--- config.mk ---
export PLATFORM = sky130hd
export DESIGN_NAME = corr_window_sequencer
export DESIGN_NICKNAME = d
export VERILOG_FILES = /design/src/rtl/corr_window_sequencer.sv
export SDC_FILE = /design/constraint.sdc
export NUM_CORES = 1
export LEC_CHECK = 0
export CAP_MARGIN = 15
export CORE_MARGIN = 5
export CORE_UTILIZATION = 39
export CTS_CLUSTER_SIZE = 14
export DETAILED_ROUTE_END_ITERATION = 16
export PLACE_DENSITY = 0.86
export SLEW_MARGIN = 20
export SYNTH_ARGS = -nofsm -noshare
export SYNTH_HDL_FRONTEND = slang
export SYNTH_SLANG_ARGS = --single-unit
--- constraint.sdc ---
create_clock -name i_clk -period 1.4 [get_ports i_clk]
set_clock_uncertainty 0.05 [all_clocks]
set_input_delay 0.14 -clock i_clk [delete_from_list [all_inputs] [get_ports i_clk]]
set_output_delay 0.14 -clock i_clk [all_outputs]
set_load 0.01 [all_outputs]
--- src/rtl/corr_window_sequencer.sv ---
// Window sequencer for a four-counter correlator datapath: drives the time index
// and zero-counts pulse, inserts the weight flush cycle, and captures final counts.
module corr_window_sequencer #(
  parameter int unsigned DATA_W   = 16,
  parameter int unsigned TIME_W   = 8,
  parameter int unsigned WINIDX_W = 8
) (
  input  logic                i_clk,
  input  logic                i_rst_n,
  input  logic                i_start,
  input  logic                i_continuous,
  input  logic                i_stop,
  input  logic [DATA_W-1:0]   i_countX,
  input  logic [DATA_W-1:0]   i_countY,
  input  logic [DATA_W-1:0]   i_countIsect,
  input  logic [DATA_W-1:0]   i_countSymdiff,
  output logic [TIME_W-1:0]   o_t,
  output logic                o_zeroCounts,
  output logic                o_busy,
  output logic                o_valid,
  input  logic                i_ready,
  output logic [DATA_W-1:0]   o_resX,
  output logic [DATA_W-1:0]   o_resY,
  output logic [DATA_W-1:0]   o_resIsect,
  output logic [DATA_W-1:0]   o_resSymdiff,
  output logic [WINIDX_W-1:0] o_winIdx,
  output logic                o_overrun,
  input  logic                i_clrOverrun
);

  typedef enum logic [1:0] {
    S_IDLE  = 2'd0,
    S_RUN   = 2'd1,
    S_FLUSH = 2'd2
  } state_t;

  localparam logic [TIME_W-1:0] T_LAST = '1;

  state_t              state;
  logic                cont_q;
  logic                stop_q;
  logic                cap;
  logic [WINIDX_W-1:0] win_cnt;
  logic                lost;

  // A capture is lost when the previous result is still held and not being taken.
  assign lost = cap && o_valid && !i_ready;

  // Window sequencing: time index, zero-counts pulse, flush and capture flag.
  always_ff @(posedge i_clk or negedge i_rst_n) begin
    if (!i_rst_n) begin
      state        <= S_IDLE;
      o_t          <= '0;
      o_zeroCounts <= 1'b0;
      o_busy       <= 1'b0;
      cont_q       <= 1'b0;
      stop_q       <= 1'b0;
      cap          <= 1'b0;
    end else begin
      cap <= 1'b0;
      case (state)
        S_IDLE: begin
          o_t          <= '0;
          o_zeroCounts <= 1'b0;
          o_busy       <= 1'b0;
          if (i_start) begin
            state        <= S_RUN;
            cont_q       <= i_continuous;
            stop_q       <= 1'b0;
            o_zeroCounts <= 1'b1;
            o_busy       <= 1'b1;
          end
        end
        S_RUN: begin
          stop_q       <= stop_q | i_stop;
          o_busy       <= 1'b1;
          o_zeroCounts <= 1'b0;
          if (o_t == T_LAST) begin
            state <= S_FLUSH;
            o_t   <= '0;
          end else begin
            o_t <= o_t + TIME_W'(1);
          end
        end
        S_FLUSH: begin
          // Busy stays high through the capture cycle that follows.
          cap    <= 1'b1;
          o_busy <= 1'b1;
          o_t    <= '0;
          stop_q <= stop_q | i_stop;
          if (cont_q && !(stop_q || i_stop)) begin
            state        <= S_RUN;
            o_zeroCounts <= 1'b1;
          end else begin
            state        <= S_IDLE;
            o_zeroCounts <= 1'b0;
          end
        end
        default: begin
          state        <= S_IDLE;
          o_t          <= '0;
          o_zeroCounts <= 1'b0;
          o_busy       <= 1'b0;
        end
      endcase
    end
  end

  // Result register, valid/ready handshake, window numbering and overrun flag.
  always_ff @(posedge i_clk or negedge i_rst_n) begin
    if (!i_rst_n) begin
      o_valid      <= 1'b0;
      o_resX       <= '0;
      o_resY       <= '0;
      o_resIsect   <= '0;
      o_resSymdiff <= '0;
      o_winIdx     <= '0;
      o_overrun    <= 1'b0;
      win_cnt      <= '0;
    end else begin
      if (cap) begin
        if (!lost) begin
          o_resX       <= i_countX;
          o_resY       <= i_countY;
          o_resIsect   <= i_countIsect;
          o_resSymdiff <= i_countSymdiff;
          o_winIdx     <= win_cnt;
          o_valid      <= 1'b1;
        end
        win_cnt <= win_cnt + WINIDX_W'(1);
      end else if (o_valid && i_ready) begin
        o_valid <= 1'b0;
      end
      if (lost) begin
        o_overrun <= 1'b1;
      end else if (i_clrOverrun) begin
        o_overrun <= 1'b0;
      end
    end
  end

endmodule
==> results by group <==
Clock tree
  – Htree depth: 3
  – Clock tree from TritonCTS: yes
  – CTS clk-pin slew, worst paths: 0.09 ns
  – Clock latency at the later pin of the worst-skew pair: 0.34 ns
  – Maximum count of clock buffers along a single path: 2
  – Clock buffer count from CTS: 9
  – Clock sink count: 97
  – Clk Tree Root Cell: sky130_fd_sc_hd__clkbuf_8

Worst setup path
  – Critical path arrival: 1.55 ns
  – End of the worst register-to-register path: o_resIsect[12]
  – Worst path bufs/invs: 2
  – Highest-delay cell along the critical path: sky130_fd_sc_hd__dfrtp_1
  – Reg2reg path depth: 5
  – Maximum fanout encountered on the critical timing path: 9
  – Kind of cell adding the most delay to the critical path: flip-flops
  – Critical path capture point type: flop
  – Source of the worst register-to-register timing path: o_valid
  – Launch point of the worst path: o_valid
  – Number of cells on the critical path: 5
  – End of the critical path: o_resIsect[12]
  – R2R setup slack: 0.04 ns
  – Path type of the worst setup path: flop to flop
  – Crit path launch type: flop
  – Delay contributed by the slowest stage of the critical path: 0.35 ns
  – Data required time at the worst endpoint: 1.58 ns
  – Critical Path, Cell by Cell: buf_4, nand2b_4, nand2_8, clkbuf_16, mux2_2

Final layout
  – Fill count: 791
  – Area Overhead vs Synth: 54.1%
  – Non-filler instance count after layout: 572
  – Net count of the finished layout: 512
  – FF/Latch Area: 2430 µm²
  – Utilization after layout: 60.9%
  – Antenna diode instance count: 0
  – Combined area of the multi-input logic cells: 1330 µm²
  – Fraction of layout cells with a size suffix above 1: 28.7%

Global route
  – Maximum number of pins on one net before global-route repair: 49
  – GRT Resource Usage Total: 15.0%
  – Global-route wire length before repair: 13700 µm
  – Vias in the first global route: 2790
  – Number of antenna violations at the first check in global routing: 0
  – Global route total overflow: 0

Route
  – Total detailed-routing wirelength: 9410 µm
  – Routed wirelength normalized by instance count: 16.5 µm
  – Vias per cell: 4.68
  – DRC violation total after the first TritonRoute iteration: 47
  – Antenna Violating Nets Remaining: 0
  – Detailed Routing Iterations Pass 1: 4
  – Vias: 2676
  – Number of DRC violations after detailed routing: 0

Floorplanning
  – Number of top-level design ports: 155
  – Placement Rows: 36
  – Die ar.: 11900 µm²
  – Initial standard-cell utilization of the core: 39.5%
  – Placeable core region: 9680 µm²
  – Vertical die dimension: 109 µm
  – Die Wd: 109 µm

Timing
  – Slew Limit Fails: 0
  – Unrepaired setup endpoints after global routing: yes
  – Normalized max-slew margin: 73.9%
  – Final critical-path required period: 1.36 ns
  – Fmax: 733 MHz
  – Transition time at the pin with the least slew margin: 0.391 ns
  – Final clock period utilization by the worst path: 97.4%
  – Final hold vios: 0
  – Summed negative setup slack over all endpoints: 0 ns
  – Worst-case hold slack: 0.217 ns
  – Setup violation total in the final timing report: 0

Run status
  – Outcome: completed

Placed design
  – Detailed placer's ending HPWL: 6590 µm
  – Routability Congestion: 0.789
  – Number of cells in the design after placement: 543
  – IO Port Bufs: 154

Power and ir drop
  – Pwr dens: 2000 nW/µm²
  – VDD IR-drop max: 0.825 mV
  – Leak pwr: 2.76 nW

Logic synthesis
  – Share of synthesized area occupied by flip-flops and latches: 63.5%
  – Post-synthesis cell count: 252
  – Commonest cells in the netlist: sky130_fd_sc_hd__dfrtp_1 (97), sky130_fd_sc_hd__mux2_2 (74), sky130_fd_sc_hd__nand2_1 (9), sky130_fd_sc_hd__nor2_1 (9), sky130_fd_sc_hd__buf_6 (7)
  – Largest cells by area after synthesis: sky130_fd_sc_hd__dfrtp_1 (63%), sky130_fd_sc_hd__mux2_2 (22%), sky130_fd_sc_hd__buf_6 (2.1%)
  – Most common cell in the netlist: sky130_fd_sc_hd__dfrtp_1
  – Count of state elements after synthesis: 97
  – Prevailing post-synth register cell: sky130_fd_sc_hd__dfrtp_1
  – Total number of yosys warnings: 0
  – Number of enable flip-flop cells after synthesis: 0
  – Most area-hungry cell type in the Yosys netlist: sky130_fd_sc_hd__dfrtp_1
  – Netlist area before placement: 3820 µm²
  – Mean instance size in the synthesized netlist: 15.2 µm²
  – Share of flip-flops with an asynchronous set or reset: 100%
  – Synth top area share: 63.5%
  – Cell variety after synth: 27
  – Synthesized netlist net count: 329

Flow run
  – Number of max-cap violations: 0

Hold path
  – Classification of the worst-slack hold path: input pin to asynchronous set/reset pin
worst register-to-register path: cells and delay by family, from the launching register on:
kind / cells / cell delay [ns]
flip-flops: 1 / 0.35
multiplexers: 1 / 0.33
buffers and inverters: 2 / 0.31
AND/OR/NAND/NOR: 2 / 0.22
registers in the layout, indices dropped and copies added (netlist names), 2 cells and up:
register / flops
win_cnt: 8
o_resX: 16
o_resSymdiff: 16
o_resY: 16
o_winIdx: 8
o_t: 8
o_resIsect: 16
state: 2
metal layers:
layer / up-vias / part of all wire, % / routed length [µm] / GRT usage [%]
met3: 10 / 7.0 / 662 / 4.62
met5: - / 0 / 0 / 0
met4: 0 / 1.4 / 136 / 6.49
met1: 1326 / 40 / 3770 / 17.8
met2: 98 / 51 / 4850 / 25.0
li1: 1242 / - / - / -
through the flow:
stage | setup WS, ns | power (mW) | instance area [µm²]
2_1_floorplan | 0.0155 | 7.43 | 3820
3_3_place_gp | -0.197 | 10.2 | 5570
3_5_place_dp | -0.227 | 10.5 | 5570
4_1_cts | -0.00989 | 11.5 | 5710
5_1_grt | -0.0543 | 12.6 | 5900
6_report | 0.0362 | 11.8 | 5900
worst min-delay path by stage:
stage             from              to  slack, ns
6_report       i_rst_n       o_resX[3]       0.22
5_1_grt        i_rst_n      o_resX[15]       0.23
4_1_cts        i_rst_n       o_resY[2]       0.19
3_5_place_dp   i_rst_n  o_resIsect[15]       0.04
3_3_place_gp   i_rst_n  o_resIsect[15]       0.04
2_1_floorplan  i_rst_n             cap      -0.21
report_power, final:
part | total (mW) | internal (mW) | leakage (nW) | switching (mW)
clock | 1.81 | 0.910 | 0.102 | 0.903
sequential | 4.68 | 4.05 | 1.18 | 0.635
combinational | 5.32 | 3.09 | 1.48 | 2.23
total | 11.8 | 8.04 | 2.76 | 3.77
layout make-up:
cell class,instances,area share [%]
Sequential cell,97,41.2
Timing Repair Buffer,180,29.7
Multi-Input combinational cell,142,22.6
Tap cell,133,2.82
Clock buffer,12,2.63
Clock inverter,3,0.679
Inverter,5,0.318
layout by cell type (no fill, tap or decap), types with 3 or more instances in the layout:
cell                               n
sky130_fd_sc_hd__nand3_1           4
sky130_fd_sc_hd__dfrtp_2           3
sky130_fd_sc_hd__o21ai_1           3
sky130_fd_sc_hd__a21oi_1           3
sky130_fd_sc_hd__and2_1            4
sky130_fd_sc_hd__clkbuf_16         4
sky130_fd_sc_hd__nand2_1           9
sky130_fd_sc_hd__dfrtp_1          94
sky130_fd_sc_hd__nand4_1           3
sky130_fd_sc_hd__xnor2_1           6
sky130_fd_sc_hd__clkbuf_8         11
sky130_fd_sc_hd__buf_12            3
sky130_fd_sc_hd__buf_4            18
sky130_fd_sc_hd__mux2_2           74
sky130_fd_sc_hd__dlygate4sd2_1    81
sky130_fd_sc_hd__clkdlybuf4s50_1  69
sky130_fd_sc_hd__inv_1             5
sky130_fd_sc_hd__xor2_1            6
sky130_fd_sc_hd__ha_2              3
sky130_fd_sc_hd__ha_1              3
sky130_fd_sc_hd__nor2_1            9
cells by family after synthesis:
| logic type | after synthesis | share of synthesized area [%] |
|---|---|---|
| AOI/OAI and AO/OA | 12 | 1.83 |
| xor gates and xnor gates | 12 | 2.75 |
| adders and majority gates | 6 | 1.96 |
| buffers and inverters | 13 | 2.75 |
| DFF | 97 | 63.5 |
| muxes | 74 | 21.8 |
| and+or+nand+nor | 38 | 5.46 |
repair_timing:
action / 4_1_cts / 5_1_grt
hold buffers: 1 / 0
hold endpoints to repair: 35 / 0
endpoints found under the setup margin: 85 / 70
resized for setup: 87 / 12
pin swaps: 0 / 1
cloned: 0 / 6
buffers inserted: 5 / 2
No activity file was read; power rests on OpenSTA's default activity.
